**src/rtl/blink_pkg.sv**
```systemverilog
`default_nettype none
// ============================================================================
// Module      : blink_pkg
// Description : Shared elaboration-time helpers for clock dividers.
//               Provides a minimum-width log2 and a 64-bit half-period.
// Revision    : 1.0 - initial release
// ============================================================================
package blink_pkg;

    // Returns max(1, ceil(log2(n))). This is the smallest counter width that
    // can hold the values 0 to n-1, and it is never zero.
    function automatic int unsigned clog2_min1(input longint unsigned n);
        int unsigned     w;
        longint unsigned v;
        w = 0;
        v = 64'd1;
        while (v < n) begin
            v = v << 1;
            w = w + 1;
        end
        return (w < 1) ? 1 : w;
    endfunction

    // Half-period in clock cycles. The multiply is done in 64 bits so that
    // high clock rates combined with long durations cannot overflow 32 bits.
    function automatic longint unsigned half_period(input longint unsigned freq,
                                                    input longint unsigned secs);
        return freq * secs;
    endfunction

endpackage
`default_nettype wire

```
**src/rtl/blink_tick_divider.sv**
```systemverilog
`default_nettype none
// ============================================================================
// Module      : blink_tick_divider
// Description : Modulo-N counter that issues a one-cycle tick on count N-1.
// Revision    : 1.0 - initial release
// ============================================================================
module blink_tick_divider
    import blink_pkg::*;
#(
    parameter longint unsigned N = 64'd2
) (
    input  logic clk_i,
    input  logic rst_i,
    output logic tick_o
);

    localparam int unsigned       c_w    = clog2_min1(N);
    localparam logic [c_w-1:0]    c_last = c_w'(N - 64'd1);

    logic [c_w-1:0] r_count;
    logic           w_tick;

    assign w_tick = (r_count == c_last);
    assign tick_o = w_tick;

    // Count 0..N-1. The only wrap is the explicit return to zero at N-1.
    always_ff @(posedge clk_i) begin
        if (rst_i) begin
            r_count <= '0;
        end else if (w_tick) begin
            r_count <= '0;
        end else begin
            r_count <= r_count + c_w'(1);
        end
    end

endmodule
`default_nettype wire

```
**src/rtl/blink.sv**
```systemverilog
`default_nettype none
// ============================================================================
// Module      : blink
// Description : Free-running LED blinker. Toggles a registered LED output
//               every FREQ*SECS clock cycles, giving a 50% duty square wave.
// Revision    : 1.0 - initial release
// ============================================================================
module blink
    import blink_pkg::*;
#(
    parameter longint unsigned FREQ = 64'd25_000_000,
    parameter longint unsigned SECS = 64'd1
) (
    input  logic clk_i,
    input  logic rst_i,
    output logic led_o
);

    localparam longint unsigned c_n      = half_period(FREQ, SECS);
    // Keeps the divider legal while the zero-length check below aborts.
    localparam longint unsigned c_n_safe = (c_n == 64'd0) ? 64'd1 : c_n;
    localparam int unsigned     c_w      = clog2_min1(c_n_safe);

    // A zero half-period has no meaningful behaviour, so refuse to build it.
    generate
        if (c_n == 64'd0) begin : g_bad_param
            $fatal(1, "blink: FREQ=%0d SECS=%0d gives a zero half-period", FREQ, SECS);
        end
    endgenerate

    logic w_tick;
    logic r_led;

    blink_tick_divider #(
        .N (c_n_safe)
    ) u_div (
        .clk_i  (clk_i),
        .rst_i  (rst_i),
        .tick_o (w_tick)
    );

    // Flip the LED once per half-period. Reset wins over a pending toggle.
    always_ff @(posedge clk_i) begin
        if (rst_i) begin
            r_led <= 1'b0;
        end else if (w_tick) begin
            r_led <= ~r_led;
        end
    end

    assign led_o = r_led;

endmodule
`default_nettype wire

```
**config.mk**
```make
export PLATFORM = sky130hd
export DESIGN_NAME = blink
export DESIGN_NICKNAME = d
export VERILOG_FILES = /design/src/rtl/blink_pkg.sv /design/src/rtl/blink_tick_divider.sv /design/src/rtl/blink.sv
export SDC_FILE = /design/constraint.sdc
export NUM_CORES = 1
export LEC_CHECK = 0
export ABC_AREA = 0
export BUFFER_PORTS_ARGS = -buffer_cell sky130_fd_sc_hd__buf_2
export CAP_MARGIN = 20
export CORE_MARGIN = 2
export CORE_UTILIZATION = 25
export CTS_CLUSTER_SIZE = 10
export DETAILED_ROUTE_END_ITERATION = 8
export GPL_ROUTABILITY_DRIVEN = 0
export GPL_TIMING_DRIVEN = 1
export SYNTH_ARGS = -nofsm -noshare
export SYNTH_HDL_FRONTEND = slang
export SYNTH_SLANG_ARGS = --single-unit
```
**constraint.sdc**
```tcl
create_clock -name clk_i -period 1.6 [get_ports clk_i]
set_input_delay 0.32 -clock clk_i [delete_from_list [all_inputs] [get_ports clk_i]]
set_output_delay 0.32 -clock clk_i [all_outputs]
set_load 0.01 [all_outputs]
```
==> results by stage <==
Die:
- 3 I/O pins were placed.
- The die covers 5597 µm².
- The overall die width is 74.82 µm.
- The initial standard-cell utilization of the core is 26.20%.
- The vertical die dimension is 74.82 µm.
- The row count is 25.
- The floorplan core area is 4786 µm².

Detailed routing:
- For this run, design rule violations remaining after detail routing come to 0.
- The number of vias per cell after detailed routing is 4.704.
- For this block, the routed nets add up to 2882 µm of wire.
- The via total after detailed routing is 1,129.
- The number of nets still failing antenna checks after routing is 0.
- The total iterations of the first detailed-routing run is 4.
- In this run, the number of DRC markers left after iteration 0 of detailed routing was 97.
- The mean routed wirelength per cell is 12.01 µm.

STA:
- The share of the clock period used by the worst path is 97.51%.
- The final-report hold violation count is 0.
- The relative max-transition margin is 76.32%.
- Clock skew on the completed layout was measured at 5.207 ps.
- Setup repair after global routing could not meet its margin everywhere.
- The highest clock frequency the design can meet is 0.6410 GHz.
- The minimum period implied by the final worst setup slack is 1560 ps.
- For the pin with the worst max-slew slack, the measured transition is 351.9 ps.
- The final setup violation count is 0.
- The max-slew violation count is 0.

Setup path:
- The maximum fanout encountered on the critical timing path is 6.
- STA classifies the critical path endpoint as a flip-flop.
- On the critical path the largest part of the delay comes from simple AND/OR/NAND/NOR gates.
- The slowest stage of the critical path is the sky130_fd_sc_hd__or4_4 cell.
- The highest cell delay on the worst timing path is 500 ps.
- The arrival time of the worst setup path is 1760 ps.
- Data on the critical path is required at its endpoint by 1800 ps.
- The signal on the critical path passes through buf_4 -> and3_4 -> nand4_4 -> or4_4 -> a21oi_1.
- The worst setup path is of the reg2reg kind.
- The number of buffer and inverter stages on the critical path is 1.
- STA classifies the critical path startpoint as a flip-flop.

Final layout:
- The antenna cell count is 0.
- After the last flow step, the layout net total stands at 178.
- Of the cells placed in the final design, the portion with a size suffix greater than 1 is 40.46%.
- Compared with the post-synthesis result, the final layout area differs by 34.63%.
- After routing the design area is 1688 µm².

Placed design:
- The standard cell area after detailed placement is 1567 µm².
- Once detailed placement completed, the half-perimeter wirelength came to 2094 µm.
- Buffers placed on the I/O ports in this run total 2.

Clocking:
- The clock slew at the register clock pins of the worst setup and hold paths is 90 ps.
- TritonCTS built the clock tree.
- The number of hold buffers added after CTS is 0.
- The deepest clock path buffer count is 2.
- The maximum level of the CTS H-tree is 1.
- In this run, CTS created clock tree buffers numbering 3.
- The number of clock sinks is 26.
- In this run the clock root is driven by a sky130_fd_sc_hd__clkbuf_8.
- At the later pin of the worst-skew pair, clock insertion delay measures 270 ps.

Yosys:
- The register bit count reported by yosys is 26.
- Yosys printed 0 warnings.
- The post-synthesis cell type count is 31.
- The number of instances in the synthesized netlist is 140.
- The netlist area before placement is 1254 µm².
- In this run the mean area of a mapped cell was 8.955 µm².
- Summing the sequential cell areas from Yosys gives 41.52% of the chip area.
- Synthesis produced a netlist with a net count of 143.

Global route:
- The largest net degree at the start of global routing is 25.
- The number of global-route vias before repair is 1,073.
- The total congestion overflow is 0.
- The number of antenna violations at the first check in global routing came to 0.
- The first-pass GRT wire length is 4954 µm.
- The global-route usage over all layers is 11.69%.

Power:
- Power spread over the standard cell area amounts to 638.5 nW/µm².
- After layout, the design draws a total of 1.078 mW.
- The worst voltage drop across the vdd grid is 0.2561 mV.
- The leakage power figure is 0.6283 nW.

Run status:
- The run finished with clean final reports.

Worst hold path:
- The type of the worst min-delay path is in2reg.

Flow run:
- The tool flagged a number of max-cap violations equal to 0.
[power by group]
part           internal [mW]  switching [mW]  total [mW]
Sequential             0.654         0.00608       0.660
Clock                  0.168           0.192       0.361
Combinational         0.0275          0.0294      0.0568
Total                  0.850           0.228        1.08
[cell usage after synthesis]
cell | number | area, µm²
sky130_fd_sc_hd__a21o_1 | 1 | 7.510
sky130_fd_sc_hd__a21oi_1 | 12 | 60.06
sky130_fd_sc_hd__and2_2 | 1 | 7.510
sky130_fd_sc_hd__and3_1 | 5 | 31.28
sky130_fd_sc_hd__and3_2 | 2 | 15.01
sky130_fd_sc_hd__and4_1 | 3 | 26.28
sky130_fd_sc_hd__buf_2 | 2 | 10.01
sky130_fd_sc_hd__buf_6 | 1 | 11.26
sky130_fd_sc_hd__clkbuf_2 | 1 | 5.000
sky130_fd_sc_hd__dfxtp_1 | 26 | 520.5
sky130_fd_sc_hd__ha_1 | 1 | 12.51
sky130_fd_sc_hd__inv_1 | 4 | 15.01
sky130_fd_sc_hd__nand2_1 | 9 | 33.78
sky130_fd_sc_hd__nand3_1 | 7 | 35.03
sky130_fd_sc_hd__nand3b_1 | 1 | 7.510
sky130_fd_sc_hd__nand4_1 | 10 | 62.56
sky130_fd_sc_hd__nand4_4 | 2 | 42.54
sky130_fd_sc_hd__nand4b_1 | 1 | 8.760
sky130_fd_sc_hd__nor2_1 | 14 | 52.55
sky130_fd_sc_hd__nor3_1 | 2 | 10.01
sky130_fd_sc_hd__nor4_1 | 2 | 12.51
sky130_fd_sc_hd__o21ai_0 | 4 | 20.02
sky130_fd_sc_hd__o31ai_1 | 5 | 37.54
sky130_fd_sc_hd__o31ai_4 | 1 | 21.27
sky130_fd_sc_hd__o41ai_1 | 1 | 8.760
sky130_fd_sc_hd__or3_1 | 3 | 18.77
sky130_fd_sc_hd__or3_2 | 1 | 7.510
sky130_fd_sc_hd__or4_1 | 5 | 37.54
sky130_fd_sc_hd__or4b_1 | 1 | 10.01
sky130_fd_sc_hd__xnor2_1 | 3 | 26.28
sky130_fd_sc_hd__xor2_1 | 9 | 78.83
[cells in the final DEF, fill, tap and decap left out, types with 3 or more instances in the layout]
| master | instances |
|---|---|
| sky130_fd_sc_hd__a21oi_1 | 11 |
| sky130_fd_sc_hd__buf_4 | 31 |
| sky130_fd_sc_hd__o21ai_0 | 4 |
| sky130_fd_sc_hd__and3_1 | 3 |
| sky130_fd_sc_hd__clkbuf_8 | 3 |
| sky130_fd_sc_hd__xnor2_1 | 3 |
| sky130_fd_sc_hd__nand3_1 | 7 |
| sky130_fd_sc_hd__nor2_1 | 14 |
| sky130_fd_sc_hd__o31ai_1 | 5 |
| sky130_fd_sc_hd__dfxtp_2 | 13 |
| sky130_fd_sc_hd__nand2_1 | 7 |
| sky130_fd_sc_hd__inv_1 | 4 |
| sky130_fd_sc_hd__or4_1 | 3 |
| sky130_fd_sc_hd__dfxtp_1 | 13 |
| sky130_fd_sc_hd__nand4_1 | 10 |
| sky130_fd_sc_hd__xor2_1 | 9 |
[through the flow]
stage / cells / worst slack (ps) / hold slack [ps] / TNS (ps) / utilization, %
2_1_floorplan: 140 / 15.43 / 389.1 / 0 / -
3_3_place_gp: 234 / -17.57 / 468.4 / -17.57 / 32.73
3_5_place_dp: 234 / -71.71 / 469.2 / -236.5 / 32.73
4_1_cts: 237 / -12.55 / 232.1 / -22.98 / 33.83
5_1_grt: 240 / -22.27 / 241.1 / -51.32 / 35.27
6_report: 240 / 39.82 / 245.2 / 0 / 35.27
[logic make-up (layout without fill, tap and decap cells)]
logic type | after synthesis | after routing | synth area share [%]
xor gates and xnor gates | 12 | 12 | 8.384
AOI/OAI and AO/OA | 24 | 24 | 12.38
buffers and inverters | 8 | 41 | 3.293
adders and majority gates | 1 | 1 | 0.9978
and+or+nand+nor | 69 | 69 | 33.43
DFF | 26 | 26 | 41.52
[per-layer routing]
layer	share of wire [%]	track usage, %
met2	45	18.39
met3	2.6	3.614
met1	52	15.58
met5	0	0
met4	0.87	3.175
[flip-flops by register name, indices dropped and copies added (netlist names)]
register       flops
u_div.r_count     25
led_o              1
[final cells by class]
type | count | area [µm²]
multi-input combinational | 106 | 748.2
sequential | 26 | 536.8
clock buffer | 3 | 41.29
tap | 67 | 83.83
inverter | 4 | 15.01
fill | 487 | 3098
timing repair buffer | 34 | 262.8
[repair_timing]
action	4_1_cts	5_1_grt
resized for setup	5	20
pin swaps	1	8
setup endpoints to repair	24	25
buffers inserted	0	3
[path summary, 6_finish.rpt]
kind,from,end,slack (ps),depth (start not counted)
hold / removal,rst_i,led_o,250,2
setup / recovery,u_div.r_count[0],u_div.r_count[21],40,5
hold reg to reg,u_div.r_count[24],u_div.r_count[24],490,2
setup reg to reg,u_div.r_count[0],u_div.r_count[21],40,5
Note: power is estimated with default switching activity, not from simulation.
